### config.mk
export PLATFORM = sky130hd
export DESIGN_NAME = multi_cycle_ctrl
export DESIGN_NICKNAME = d
export VERILOG_FILES = /design/src/rtl/multi_cycle_ctrl.sv
export SDC_FILE = /design/constraint.sdc
export NUM_CORES = 1
export LEC_CHECK = 0
export CAP_MARGIN = 20
export CELL_PAD_IN_SITES_DETAIL_PLACEMENT = 1
export CELL_PAD_IN_SITES_GLOBAL_PLACEMENT = 2
export CORE_UTILIZATION = 25
export CTS_CLUSTER_DIAMETER = 100
export DETAILED_ROUTE_END_ITERATION = 12
export PLACE_DENSITY = 0.81
export SLEW_MARGIN = 40
export SYNTH_ARGS = -nofsm -noshare
export SYNTH_HDL_FRONTEND = slang
export SYNTH_SLANG_ARGS = --single-unit
### constraint.sdc
create_clock -name clk_i -period 5.55 [get_ports clk_i]
set_clock_uncertainty 0.1 [all_clocks]
set_input_delay 0.8325 -clock clk_i [delete_from_list [all_inputs] [get_ports clk_i]]
set_output_delay 0.8325 -clock clk_i [all_outputs]
set_load 0.02 [all_outputs]
### src/rtl/multi_cycle_ctrl.sv
// multi_cycle_ctrl: multi-cycle MIPS-style control FSM with memory-wait timeout trap
module multi_cycle_ctrl #(
    parameter int MEM_TIMEOUT = 15
) (
    input  logic       clk_i,
    input  logic       rst_i,
    input  logic [5:0] op_i,
    input  logic [5:0] funct_i,
    input  logic       zero_i,
    input  logic       mem_ready_i,
    output logic       pc_write_o,
    output logic       ir_write_o,
    output logic       iord_o,
    output logic       mem_read_o,
    output logic       mem_write_o,
    output logic       reg_write_o,
    output logic [1:0] reg_dst_o,
    output logic [1:0] mem_to_reg_o,
    output logic       alu_src_a_o,
    output logic [1:0] alu_src_b_o,
    output logic [2:0] alu_op_o,
    output logic [1:0] pc_source_o,
    output logic [3:0] state_o,
    output logic       retire_o,
    output logic       error_o
);
    typedef enum logic [3:0] {
        FETCH    = 4'd0,
        DECODE   = 4'd1,
        MEM_ADDR = 4'd2,
        MEM_RD   = 4'd3,
        MEM_WB   = 4'd4,
        MEM_WR   = 4'd5,
        EXEC     = 4'd6,
        ALU_WB   = 4'd7,
        IMM_EXEC = 4'd8,
        IMM_WB   = 4'd9,
        BRANCH   = 4'd10,
        JUMP     = 4'd11,
        JR       = 4'd12,
        TRAP     = 4'd13
    } state_t;

    localparam logic [5:0] OP_RTYPE = 6'h00;
    localparam logic [5:0] OP_J     = 6'h02;
    localparam logic [5:0] OP_JAL   = 6'h03;
    localparam logic [5:0] OP_BEQ   = 6'h04;
    localparam logic [5:0] OP_BNE   = 6'h05;
    localparam logic [5:0] OP_ADDI  = 6'h08;
    localparam logic [5:0] OP_SLTI  = 6'h0A;
    localparam logic [5:0] OP_LW    = 6'h23;
    localparam logic [5:0] OP_SW    = 6'h2B;
    localparam logic [5:0] FN_JR    = 6'h08;
    localparam int CW = MEM_TIMEOUT > 1 ? $clog2(MEM_TIMEOUT) : 1;
    localparam logic [CW-1:0] WAIT_LAST = CW'(MEM_TIMEOUT - 1);

    state_t        state, state_nx;
    logic [CW-1:0] wait_cnt;
    logic          waiting, timeout;

    assign state_o = state;
    assign waiting = (state == FETCH) || (state == MEM_RD) || (state == MEM_WR);
    assign timeout = (MEM_TIMEOUT > 0) && !mem_ready_i && (wait_cnt == WAIT_LAST);

    // state register and memory-wait counter; counter restarts on every state change
    always_ff @(posedge clk_i or negedge rst_i) begin
        if (!rst_i) begin
            state    <= FETCH;
            wait_cnt <= '0;
        end else begin
            state    <= state_nx;
            wait_cnt <= (state_nx != state) ? '0 :
                        (waiting && !mem_ready_i) ? wait_cnt + 1'b1 : wait_cnt;
        end
    end

    // next-state and control outputs; anything not set for a state stays 0
    always_comb begin
        state_nx     = state;
        pc_write_o   = 1'b0;
        ir_write_o   = 1'b0;
        iord_o       = 1'b0;
        mem_read_o   = 1'b0;
        mem_write_o  = 1'b0;
        reg_write_o  = 1'b0;
        reg_dst_o    = 2'b00;
        mem_to_reg_o = 2'b00;
        alu_src_a_o  = 1'b0;
        alu_src_b_o  = 2'b00;
        alu_op_o     = 3'b000;
        pc_source_o  = 2'b00;
        retire_o     = 1'b0;
        error_o      = 1'b0;
        case (state)
            FETCH: begin
                mem_read_o  = 1'b1;
                alu_src_b_o = 2'b01;
                ir_write_o  = mem_ready_i;
                pc_write_o  = mem_ready_i;
                state_nx    = mem_ready_i ? DECODE : timeout ? TRAP : FETCH;
            end
            DECODE: begin
                alu_src_b_o = 2'b11;
                case (op_i)
                    OP_RTYPE:      state_nx = (funct_i == FN_JR) ? JR : EXEC;
                    OP_LW, OP_SW:  state_nx = MEM_ADDR;
                    OP_ADDI, OP_SLTI: state_nx = IMM_EXEC;
                    OP_BEQ, OP_BNE: state_nx = BRANCH;
                    OP_J, OP_JAL:  state_nx = JUMP;
                    default:       state_nx = TRAP;
                endcase
            end
            MEM_ADDR: begin
                alu_src_a_o = 1'b1;
                alu_src_b_o = 2'b10;
                state_nx    = (op_i == OP_LW) ? MEM_RD : (op_i == OP_SW) ? MEM_WR : TRAP;
            end
            MEM_RD: begin
                iord_o     = 1'b1;
                mem_read_o = 1'b1;
                state_nx   = mem_ready_i ? MEM_WB : timeout ? TRAP : MEM_RD;
            end
            MEM_WB: begin
                mem_to_reg_o = 2'b01;
                reg_write_o  = 1'b1;
                retire_o     = 1'b1;
                state_nx     = FETCH;
            end
            MEM_WR: begin
                iord_o      = 1'b1;
                mem_write_o = 1'b1;
                retire_o    = mem_ready_i;
                state_nx    = mem_ready_i ? FETCH : timeout ? TRAP : MEM_WR;
            end
            EXEC: begin
                alu_src_a_o = 1'b1;
                alu_op_o    = 3'b010;
                state_nx    = ALU_WB;
            end
            ALU_WB: begin
                reg_dst_o   = 2'b01;
                reg_write_o = 1'b1;
                retire_o    = 1'b1;
                state_nx    = FETCH;
            end
            IMM_EXEC: begin
                alu_src_a_o = 1'b1;
                alu_src_b_o = 2'b10;
                alu_op_o    = (op_i == OP_SLTI) ? 3'b011 : 3'b000;
                state_nx    = IMM_WB;
            end
            IMM_WB: begin
                reg_write_o = 1'b1;
                retire_o    = 1'b1;
                state_nx    = FETCH;
            end
            BRANCH: begin
                alu_src_a_o = 1'b1;
                alu_op_o    = 3'b001;
                pc_source_o = 2'b01;
                pc_write_o  = (op_i == OP_BEQ) ? zero_i : (op_i == OP_BNE) ? ~zero_i : 1'b0;
                retire_o    = 1'b1;
                state_nx    = FETCH;
            end
            JUMP: begin
                pc_source_o  = 2'b10;
                pc_write_o   = 1'b1;
                reg_write_o  = (op_i == OP_JAL);
                reg_dst_o    = (op_i == OP_JAL) ? 2'b10 : 2'b00;
                mem_to_reg_o = (op_i == OP_JAL) ? 2'b10 : 2'b00;
                retire_o     = 1'b1;
                state_nx     = FETCH;
            end
            JR: begin
                pc_source_o = 2'b11;
                pc_write_o  = 1'b1;
                retire_o    = 1'b1;
                state_nx    = FETCH;
            end
            TRAP: begin
                error_o  = 1'b1;
                state_nx = TRAP;
            end
            default: state_nx = TRAP;
        endcase
    end
endmodule
* Word-level counts from Yosys, hierarchy flattened
Cells that the tools add are included.
Word-level totals: bits of input ports 16, word-level logic and storage cells 78, register bits 8
Cells by class: equality and inequality tests 24, reductions and logical operators 19, add/sub/neg operators 1, muxes and demuxes 31, bitwise logic cells 1
Operators by type and width (count):
- two-way mux 4 bit | 11
- case mux 4 bit (8 select lines) | 1
- equality test 4 bit, second input constant | 7
- case mux 4 bit (5 select lines) | 1
- equality test 6 x 4 -> 1 bit, second input constant | 3
- case mux 2 bit (3 select lines) | 3
- equality test 4 x 3 -> 1 bit, second input constant | 4
- OR reduction 2 bit | 8
- equality test 6 x 2 -> 1 bit, second input constant | 2
- equality test 6 x 3 -> 1 bit, second input constant | 2
- equality test 6 bit, second input constant | 2
- equality test 4 x 2 -> 1 bit, second input constant | 2
- two-way mux 1 bit | 8
- case mux 2 bit (2 select lines) | 2
- logical NOT 6 bit | 1
- OR reduction 6 bit | 1
- adder 4 x 1 -> 4 bit, second input constant | 1
- equality test 4 x 1 -> 1 bit, second input constant | 1
- logical NOT 4 bit | 1
- two-way mux 2 bit | 2
- inequality test 4 bit | 1
- case mux 1 bit (2 select lines) | 2
- OR reduction 4 bit | 1
- case mux 1 bit (3 select lines) | 1
- 6 further kinds | 8

* Depth between registers and ports, before layout
depth in word-level cells 7, gate-level depth with buffers 8, mapped depth without buffers 8

* Worst setup path before layout
OpenSTA, ideal clock, no wires.
path type in2out, from in op_i[2], to out reg_write_o, stages on the path 6, arrival time 2.415 ns, required time 4.618 ns, slack 2.203 ns, cells stage by stage buf_2 > or2_2 > nor3_1 > nand3_1 > nor3_1 > or3_1
Between the ends: cells in the longest elaborated chain, start to end 2
RTL lines:
- start, declared | RTL line 7 | input logic [5:0] op_i,
- equality test 6 x 2 -> 1 bit | RTL line 168 | reg_write_o = (op_i == OP_JAL);
- case mux 1 bit (2 select lines) | RTL line 94 | case (state)
- end, declared | RTL line 16 | output logic reg_write_o,
Every way passes these cells.

* Worst setup path after layout
Ends and elaborated chain as after synthesis.

==> results.md <==
- Status: complete, no violations
- Routability cong.: 0.859
- 1st-iter DRT viols: 56
- WP buf/inv: 2
- First-pass GRT wire length: 6100 um
- Total of max-cap violations: 0
- Synth Area in Adders: 2.31%
- Synth async-reset ratio: 100%
- Commonest non-fill, non-tap cells in the layout: 38 x clkdlybuf4s50_1, 23 x nor2_1, 15 x nand2_1, 8 x o21ai_0
- Ant diodes: 0
- Antenna violations before repair: 0
- Top flip-flop cell by instance count after synthesis: dfrtp_1
- Pleak: 0.000547 uW
- Setup TNS: 0 ns
- Final setup fails: 0
- Cell area power density: approximately 450 nW/um^2
- CTS Root Cell: clkbuf_8
- NetSw: between 300 and 400 uW
- Grt total ovfl: 0
- Clk pin slew, worst setup/hold paths: roughly 0.040 ns
- Seq. cell area: 201 um^2
- Hold Buf Count CTS: 0
- Clock Power Share: 9.9%
- Synth Area in XOR/XNOR: 4.86%
- Clock H-tree levels: 1
- GRT Total Usage: 17.4%
- Chip Height: 67.8 um
- Vias/cell: ~5.4
- Post-Synthesis Net Count: 168
- Rel. slew slack: between 40% and 50%
- Slowest stage delay, CP: 0.59 ns
- Synth-to-Final Area Change: 39.3%
- TritonRoute pass-1 iters: 4
- Post-CTS sizing: 0
- Fraction of layout cells with a size suffix above 1: 7.82%
- Worst Path Arrival: between 3 and 4 ns
- Multiplexer area fraction after synthesis: about 1.8%
- Die X: between 60 and 70 um
- Crit-path leading delay family: simple AND/OR/NAND/NOR gates
- Nets: ~200
- Comb pwr share: 68.6%
- Avg WL per Cell: 15.9 um
- Synth Register Bits: 8
- Ports: 40
- R2R setup slack: 3.12 ns
- Syn_area_per_cell: 7.22 um^2
- Vias in the first global route: 1239
- Number of core rows: 23
- Largest area contributor in the netlist: dfrtp_1
- Non-Filler Instances: 229
- Initial Util: 26.5%
- Flop pwr share: 21.4%
- IO buf count: 38
- Final antenna-violating net count: 0
- RSZ-0062 raised after global routing: false
- Post-synth top area share: about 18%
- Commonest non-fill, non-tap cell in the layout: clkdlybuf4s50_1
- Data required, critical path: ~4.6 ns
- Final wirelength: 3640 um
- Core area: 4090 um^2
- Simple-gate share of the synthesized area: a little under two fifths
- Fmax: 236 MHz
- Largest net degree at the start of global routing: 26
- Slowest library cell on the worst path: clkdlybuf4s50_1
- CTS Buf Count: 3
- Distinct cells, synth: 49
- Setup Fix Bufs, Post-CTS: 0
- Post-synth EDFFs: 0
- Worst hold path type: flip-flop to flip-flop
- Max-slew violations: 0
- Tcrit/Tclk final: 76.2%
- Hold Violations, Final: 0
- Hpwl dp: 2810 um
- Top post-synthesis cells by area: dfrtp_1 18%, nor2_1 8.0%, nand2_1 5.2%, o21ai_0 3.7%, o31ai_1 3.5%
- Design Power: 675 uW
- Internal power: 331 uW
- Sinks on the clock net: 8
- Synth warn: 0
- Crit path kind: input port to output pin
- Tmin final: around 4.2 ns
- Post-synthesis compound-gate area fraction: 27.3%
- CP Launch Type: input port
- Sw Ratio: 51.0%
- Synthesized area: 1080 um^2
- DIE AREA: 4600 um^2
- Multi-input logic area: 800 um^2
- Post-Syn Instances: 150
- Sequential area share after synthesis: 18.5%
- Worst slew pin tran: 0.785 ns
- Clk buf depth: 2
- TritonCTS clock tree: yes
- Number of placed instances, taps included: 226
- Worst-path cell chain: clkdlybuf4s50_1 > or2_2 > nor3_1 > nand3_1 > nor3_1 > or3_1 > clkdlybuf4s50_1
- Worst VDD drop: about 0.18 mV
- Routed via count: 1233
- Largest family of logic cells by synthesized area: simple AND/OR/NAND/NOR gates
- DRC violations left: 0
- Clk Latency, worst-skew pair: 0.22 ns
- CP max FO: 9
- Worst setup EP type: output pin
- Fillers: slightly above 500
[flip-flops by register name (all words and copies together), names as in the netlist]
register,flops
wait_cnt,4
state_o,4
[layout make-up]
cell class	instances	share of cell area (%)
Multi-Input combinational cell	124	53.0
Timing Repair Buffer	38	25.2
Inverter	6	1.49
Clock buffer	3	2.74
Tap cell	50	4.15
Sequential cell	8	13.4
[cell usage after synthesis (4+ instances only)]
cell / instances
nor3_1: 7
o21ai_0: 8
o31ai_1: 5
dfrtp_1: 8
a21oi_1: 4
buf_2: 6
nor2_1: 23
nor2b_1: 4
inv_1: 5
nand2_1: 15
[worst paths after layout]
kind	from	end	cells past startpoint
setup / recovery	op_i[2]	reg_write_o	7
max in group asynchronous	rst_i	state_o[1]	1
setup reg to reg	state_o[2]	wait_cnt[2]	6
min in group asynchronous	rst_i	wait_cnt[0]	1
hold / removal	wait_cnt[1]	wait_cnt[1]	2
hold reg to reg	wait_cnt[1]	wait_cnt[1]	2
[kinds of logic (layout without fill, tap and decap cells)]
group	after synthesis	after routing
flip-flops	8	8
AND/OR/NAND/NOR	75	75
buffers and inverters	18	47
XOR/XNOR	6	6
other	1	1
AO/OA/AOI/OAI	38	38
multiplexers	2	2
adder cells (fa/ha/maj)	2	2
[metal layers]
metal  wire [um]  up-vias  GRT usage [%]
met5           0        -              0
met4          19        0           1.56
met3          66        2           1.52
met2        1820       25           31.6
met1        1720      593           22.8
li1            -      613              -
[worst register-to-register path: cells and delay by family (launching register included)]
kind | cells | cell delay (ns)
flip-flops | 1 | 0.66
AO/OA/AOI/OAI | 4 | 0.99
AND/OR/NAND/NOR | 2 | 0.62
[power groups by stage]
stage	logic [uW]	registers [uW]	clock network (uW)
3_5_place_dp	467	147	0
3_3_place_gp	462	144	0
5_1_grt	511	152	72.0
4_1_cts	468	146	69.9
2_1_floorplan	322	104	0
6_report	463	145	66.9
[per-stage QoR]
stage	utilization (%)	worst slack [ns]	area (um^2)	hold slack (ns)
6_report	36.9	1.32	1510	0.506
3_5_place_dp	35.9	1.33	1470	0.500
4_1_cts	36.9	1.33	1510	0.506
5_1_grt	36.9	1.19	1510	0.557
3_3_place_gp	35.9	1.42	1470	0.457
2_1_floorplan	-	2.20	1080	0.437
No activity file was read; power rests on OpenSTA's default activity.
